$ cat src/rtl/adder_pipe.sv
// Pipelined add/sub/saturating adder with valid/ready flow control.
// Arithmetic is done in stage 0; later stages only carry sum, cout and ovf.
module adder_pipe #(
    parameter int unsigned WIDTH  = 8,
    parameter int unsigned STAGES = 2
) (
    input  logic             clk,
    input  logic             reset,
    input  logic             in_valid,
    output logic             in_ready,
    input  logic [WIDTH-1:0] a,
    input  logic [WIDTH-1:0] b,
    input  logic [1:0]       op,
    output logic             out_valid,
    input  logic             out_ready,
    output logic [WIDTH-1:0] sum,
    output logic             cout,
    output logic             ovf
);

    localparam int unsigned W1   = WIDTH + 1;
    localparam int unsigned LAST = STAGES - 1;

    localparam logic [1:0] OP_ADD  = 2'b00;
    localparam logic [1:0] OP_SUB  = 2'b01;
    localparam logic [1:0] OP_SATU = 2'b10;
    localparam logic [1:0] OP_SATS = 2'b11;

    localparam logic [WIDTH-1:0] MAX_POS = {1'b0, {(WIDTH-1){1'b1}}};
    localparam logic [WIDTH-1:0] MIN_NEG = {1'b1, {(WIDTH-1){1'b0}}};

    logic [STAGES-1:0] valid_q;
    logic [STAGES-1:0] load;
    logic [WIDTH-1:0]  sum_q [STAGES];
    logic [STAGES-1:0] cout_q;
    logic [STAGES-1:0] ovf_q;

    logic [WIDTH-1:0]  b_eff;
    logic [W1-1:0]     raw;
    logic [WIDTH-1:0]  res_sum;
    logic              res_cout;
    logic              res_ovf;
    logic              s_ovf;

    // A stage may load when empty or when its contents leave this cycle.
    always_comb begin
        load       = '0;
        load[LAST] = !valid_q[LAST] || out_ready;
        for (int i = int'(LAST) - 1; i >= 0; i--) begin
            load[i] = !valid_q[i] || load[i+1];
        end
    end

    // Subtraction as a + ~b + 1 so the carry-out is the inverted borrow.
    always_comb begin
        b_eff    = (op == OP_SUB) ? ~b : b;
        raw      = W1'(a) + W1'(b_eff) + W1'(op == OP_SUB);
        s_ovf    = (a[WIDTH-1] == b_eff[WIDTH-1]) && (raw[WIDTH-1] != a[WIDTH-1]);
        res_sum  = raw[WIDTH-1:0];
        res_cout = raw[WIDTH];
        res_ovf  = s_ovf;
        case (op)
            OP_ADD, OP_SUB: begin
                res_ovf = s_ovf;
            end
            OP_SATU: begin
                res_ovf = raw[WIDTH];
                if (raw[WIDTH]) begin
                    res_sum = '1;
                end
            end
            OP_SATS: begin
                res_ovf = s_ovf;
                if (s_ovf) begin
                    res_sum = a[WIDTH-1] ? MIN_NEG : MAX_POS;
                end
            end
            default: begin
                res_ovf = s_ovf;
            end
        endcase
    end

    always_ff @(posedge clk or negedge reset) begin
        if (!reset) begin
            valid_q <= '0;
            cout_q  <= '0;
            ovf_q   <= '0;
            for (int i = 0; i < int'(STAGES); i++) begin
                sum_q[i] <= '0;
            end
        end else begin
            if (load[0]) begin
                valid_q[0] <= in_valid;
                if (in_valid) begin
                    sum_q[0]  <= res_sum;
                    cout_q[0] <= res_cout;
                    ovf_q[0]  <= res_ovf;
                end
            end
            for (int i = 1; i < int'(STAGES); i++) begin
                if (load[i]) begin
                    valid_q[i] <= valid_q[i-1];
                    if (valid_q[i-1]) begin
                        sum_q[i]  <= sum_q[i-1];
                        cout_q[i] <= cout_q[i-1];
                        ovf_q[i]  <= ovf_q[i-1];
                    end
                end
            end
        end
    end

    assign in_ready  = load[0];
    assign out_valid = valid_q[LAST];
    assign sum       = sum_q[LAST];
    assign cout      = cout_q[LAST];
    assign ovf       = ovf_q[LAST];

endmodule
$ cat config.mk
export PLATFORM = sky130hd
export DESIGN_NAME = adder_pipe
export DESIGN_NICKNAME = d
export VERILOG_FILES = /design/src/rtl/adder_pipe.sv
export SDC_FILE = /design/constraint.sdc
export NUM_CORES = 1
export LEC_CHECK = 0
export BUFFER_PORTS_ARGS = -buffer_cell sky130_fd_sc_hd__buf_2
export CAP_MARGIN = 10
export CELL_PAD_IN_SITES_DETAIL_PLACEMENT = 1
export CELL_PAD_IN_SITES_GLOBAL_PLACEMENT = 1
export CORE_UTILIZATION = 36
export DETAILED_ROUTE_END_ITERATION = 8
export HOLD_SLACK_MARGIN = 0.1
export PLACE_DENSITY = 0.84
export SKIP_CTS_REPAIR_TIMING = 1
export SYNTH_ARGS = -nofsm -noshare
export SYNTH_HDL_FRONTEND = slang
export SYNTH_SLANG_ARGS = --single-unit
export TNS_END_PERCENT = 5
$ cat constraint.sdc
create_clock -name clk -period 1.4 [get_ports clk]
set_input_delay 0.21 -clock clk [delete_from_list [all_inputs] [get_ports clk]]
set_output_delay 0.21 -clock clk [all_outputs]
set_load 0.02 [all_outputs]
; After elaboration in Yosys (flattened, before gate mapping)
; Index checks and enable logic that the tools add are counted.
[word_totals]
output_inout_bits = 12
reg_bits = 22
word_cells = 31
[classes]
n_reduce_logical = 9
n_bitwise = 1
eq_ne = 5
add_sub_neg = 2
n_mux = 6
[op_table]
columns = operator, n
row1 = 2-to-1 mux 8 bit, 4
row2 = case mux 8 bit (2 select lines), 1
row3 = adder 8 x 8 -> 9 bit, 1
row4 = adder 9 x 1 -> 9 bit, 1
row5 = NOT 8 bit, 1
row6 = "== test 2 bit, second input constant", 2
row7 = AND reduction 2 bit, 2
row8 = OR reduction 3 bit, 1
row9 = "== test 2 x 1 -> 1 bit, second input constant", 1
row10 = logical NOT 1 bit, 2
row11 = logical NOT 2 bit, 1
row12 = logical OR 1 bit, 2
row13 = case mux 1 bit (2 select lines), 1
row14 = == test 1 bit, 1
row15 = logical AND 1 bit, 1
row16 = inequality test 1 bit, 1

; Logic depth before layout (Yosys ltp)
[depth]
word_depth = 8
mapped_depth = 11

; Worst setup path after synthesis
; Ideal clock, no wire load.
[synth_path]
kind = in2reg
start = input port op[1]
end = register sum_q[10] in the netlist's numbering
t_required_ps = 1323
slack_ps = -1116
cell_stages = 11
setup_ps = 77
arrival_ps = 2438
path_cell_list = nand2b_1 -> clkbuf_1 -> xnor2_1 -> inv_1 -> fa_1 -> nand2b_1 -> o2bb2ai_1 -> o21ai_0 -> a41oi_1 -> o21a_1 -> a21oi_1
[synth_between]
elab_chain_cells = 8
[synth_rtl]
columns = item, line
row1 = "start, declared", 13  ; input logic [1:0] op,
row2 = == test 2 x 1 -> 1 bit, "56, 57"
row3 = 2-to-1 mux 8 bit, 56  ; b_eff = (op == OP_SUB) ? ~b : b;
row4 = adder 8 x 8 -> 9 bit, 57  ; raw = W1'(a) + W1'(b_eff) + W1'(op == OP_SUB);
row5 = adder 9 x 1 -> 9 bit, 57
row6 = inequality test 1 bit, 58  ; s_ovf = (a[WIDTH-1] == b_eff[WIDTH-1]) && (raw[WIDTH-1] != a[WIDTH-1]);
row7 = logical AND 1 bit, 58
row8 = 2-to-1 mux 8 bit, 74  ; if (s_ovf) begin
row9 = case mux 8 bit (2 select lines) (*), 62  ; case (op)
row10 = "end signal, assigned by index", 105  ; sum_q[i] <= sum_q[i-1];
row11 = "end, declared", 34  ; logic [WIDTH-1:0] sum_q [STAGES];
; Every way passes the cells marked *; elsewhere a longest branch is shown, timed or not.
; A chain may end at the register's enable or synchronous reset.

; Worst setup path after layout
[layout_path]
start = input port op[1]
end = register sum_q[13] in the netlist's numbering
; The elaborated chain is that of the path after synthesis.

==> run metrics <==
FP Rows 22; CTS tree built; first-pass GRT wire length ~6500 um; IO Count 34; post-synthesis adder-cell area fraction under 10%; post-synth top area share approximately 39%; Syn Std Cell Area 1421 sq um; VDD IR max about 0.32 mV; Post-Syn Instances between 100 and 150; XOR/XNOR Fraction of Synth Area roughly 8%; ranking of synthesized cells by area dfrtp_1, mux2_2, ha_1; Initial Utilization a little under two fifths; Worst Max-Slew Pin Slew approximately 0.48 ns; outcome finished, violations left; minimum clock period 2.105 ns; IO Port Bufs 33; RSZ-0062 raised after global routing yes; Detailed Route WL 4073 um; Multi-input gate area a little under 1000 sq um; Post-Syn Nets roughly 170; final worst slack -0.7055 ns; Synth area leader dfrtp_1; clk_lat worst skew around 0.26 ns; Via density 5.144; P_sw ~900 uW; Core Util, Final a little under three fifths; Hold Fails Final Rpt 0; CP Capture Type flip-flop; critical-path cell list buf_6, nand2b_4, buf_8, buf_4, xnor2_1, ha_2, buf_4, o2bb2ai_4, o21ai_4, a41oi_4, nand2_1, o221a_2; clock sink total 22; #FFs+latches synth 22; Compound-Gate Fraction of Synth Area between 15 and 20%; crit path DAT 2.26 ns; ANT cells 0; synthesized area per cell just over 10 sq um; CP top delay family compound AO/OA/AOI/OAI gates; fin cells 250; worst slack, placed -0.9903 ns; Post-Synth Simple-Gate Area around 15%; Overall Power 2.574 mW; antenna viol nets, final 0; final setup fails 10; Max Root-Sink Buffers 2; placed cells approximately 240; leakage power 0.9669 nW; share of cells above drive strength 1 between 50% and 60%; largest family of logic cells by synthesized area simple AND/OR/NAND/NOR gates; DP HPWL between 3000 and 4000 um; register area 550.5 sq um; Reg power frac around 36%; combinational group share of total power 46.6%; vias post-DR between 1000 and 1500; initial antenna violation count 0; PD cells about 1200 nW/um^2; DRC violations left 0; wire length per cell 16.29 um; die area 4204 sq um; TritonRoute pass-1 iters 3; CP most frequent cell buf_4; clock skew between 0.001 and 0.0015 ns; fmax ~470 MHz; synth unique cells 34; Die X 64.84 um; Nets roughly 230; CP Class primary input to flip-flop; CP max stage delay slightly above 0.3 ns; root buffer cell clkbuf_8; Clk pin slew, worst setup/hold paths 0.07 ns; vias in the first global route about 1500; GR Overflow Total 0; area grow syn2layout 49.38%; Buf/Inv on CP 4; fin crit share 150.4%; Max Cap Viol 0; initial drt markers 23; failing checks setup timing; post-synthesis sequential area ratio slightly below 40%; critical path's slowest cell ha_2; proportion of synthesized area in mux cells under 10%; Ys Warns 0; largest net degree at the start of global routing 23; hold crit path type primary input to flip-flop; Fill cells 420; total track usage about a fifth; worst-path maximum fanout 5; core area around 3700 sq um; TritonCTS Buffers 3; switching share of power 35.90%; internal power ~1.6 mW; worst rel slew slack about two thirds; Max Slew Vio Count 0; CP Launch Type primary input; clock power share 17.3%; H-tree depth 1; gpl congestion 0.8315; Critical Path RT between 1.5 and 2 ns; Die Span Y 64.84 um
## registers in the layout (all words and copies together), names as in the netlist
signal   cells
valid_q      2
sum          8
ovf_q        2
sum_q        8
cout_q       2
## logic make-up after synthesis
family,Yosys count
muxes,11
adders and majority gates,9
buffers and inverters,12
DFF,22
and+or+nand+nor,43
AOI/OAI and AO/OA,30
xor gates and xnor gates,13
## final cells by class
type / instances / area share, %
flip-flops and latches: 22 / 25.93
well taps: 48 / 2.829
clock buffers: 4 / 2.593
multi-input cells: 106 / 46.79
inverters: 2 / 0.3536
repair buffers: 68 / 21.51
## power groups by stage
| stage | clock (mW) | combinational [mW] | sequential [mW] |
|---|---|---|---|
| 2_1_floorplan | 0 | 0.773 | 0.933 |
| 3_3_place_gp | 0 | 1.02 | 0.920 |
| 3_5_place_dp | 0 | 1.08 | 0.944 |
| 4_1_cts | 0.460 | 1.08 | 0.931 |
| 5_1_grt | 0.476 | 1.30 | 0.952 |
| 6_report | 0.446 | 1.20 | 0.927 |
## path summary, 6_finish.rpt
check	depth (start not counted)	end	startpoint	slack, ns
setup / recovery	12	sum_q[13]	op[1]	-0.71
hold / removal	2	valid_q[0]	in_valid	0.18
setup reg to reg	6	sum_q[13]	valid_q[1]	-0.27
hold reg to reg	1	sum[1]	sum[1]	0.51
max in group asynchronous	2	sum[5]	reset	0.64
min in group asynchronous	2	sum[6]	reset	0.44
## per-layer routing
metal | wire (um) | up-vias | track usage (%)
met5 | 0 | - | 0
met4 | 138 | 0 | 9.444
met3 | 114 | 14 | 1.937
met2 | 2354 | 38 | 38.80
met1 | 1466 | 628 | 21.26
li1 | - | 606 | -
## metrics by stage
stage	hold WS [ns]	instance area, sq um	setup TNS (ns)
final	0.1766	2123	-6.615
after global routing	0.1717	2123	-7.600
after CTS	-0.09759	1951	-6.893
after detailed placement	0.1893	1896	-9.619
after global placement	0.1775	1896	-8.822
after floorplan	-0.08559	1503	-6.401
## synthesized netlist by cell type
cell and count:
a211o_1 1, a21o_1 3, a21oi_1 12, a221oi_1 1
a31oi_2 1, a41oi_1 1, and2_1 3, buf_4 8
clkbuf_1 2, dfrtp_1 22, fa_1 1, ha_1 8
inv_1 2, mux2_2 11, nand2_1 11, nand2b_1 8
nand3_1 3, nand3b_1 1, nand4_1 1, nor2_1 12
nor2b_1 1, nor3_1 1, nor3b_4 1, o211a_1 1
o21a_1 2, o21ai_0 2, o21ai_2 1, o221a_2 2
o221ai_2 1, o22ai_1 1, o2bb2ai_1 1, or3_1 1
xnor2_1 10, xor2_1 3
## cell usage in the layout, fill, tap and decap left out, drive strengths merged
cell type,synthesis,final
o211a,1,1
o22ai,1,1
xor2,3,3
xnor2,10,10
nor2b,1,1
buf,8,67
a21o,3,3
dfrtp,22,22
o21ai,3,3
nor3,1,1
nand3b,1,1
and2,3,3
o21a,2,2
inv,2,2
nand2,11,11
or3,1,1
o2bb2ai,1,1
a21oi,12,12
a221oi,1,1
nor3b,1,1
ha,8,8
o221a,2,2
clkbuf,2,4
a31oi,1,1
fa,1,1
nand3,3,3
mux2,11,11
nor2,12,12
o221ai,1,1
dlygate4sd3,0,1
nand2b,8,8
nand4,1,1
a41oi,1,1
a211o,1,1
Note: power is estimated with default switching activity, not from simulation.
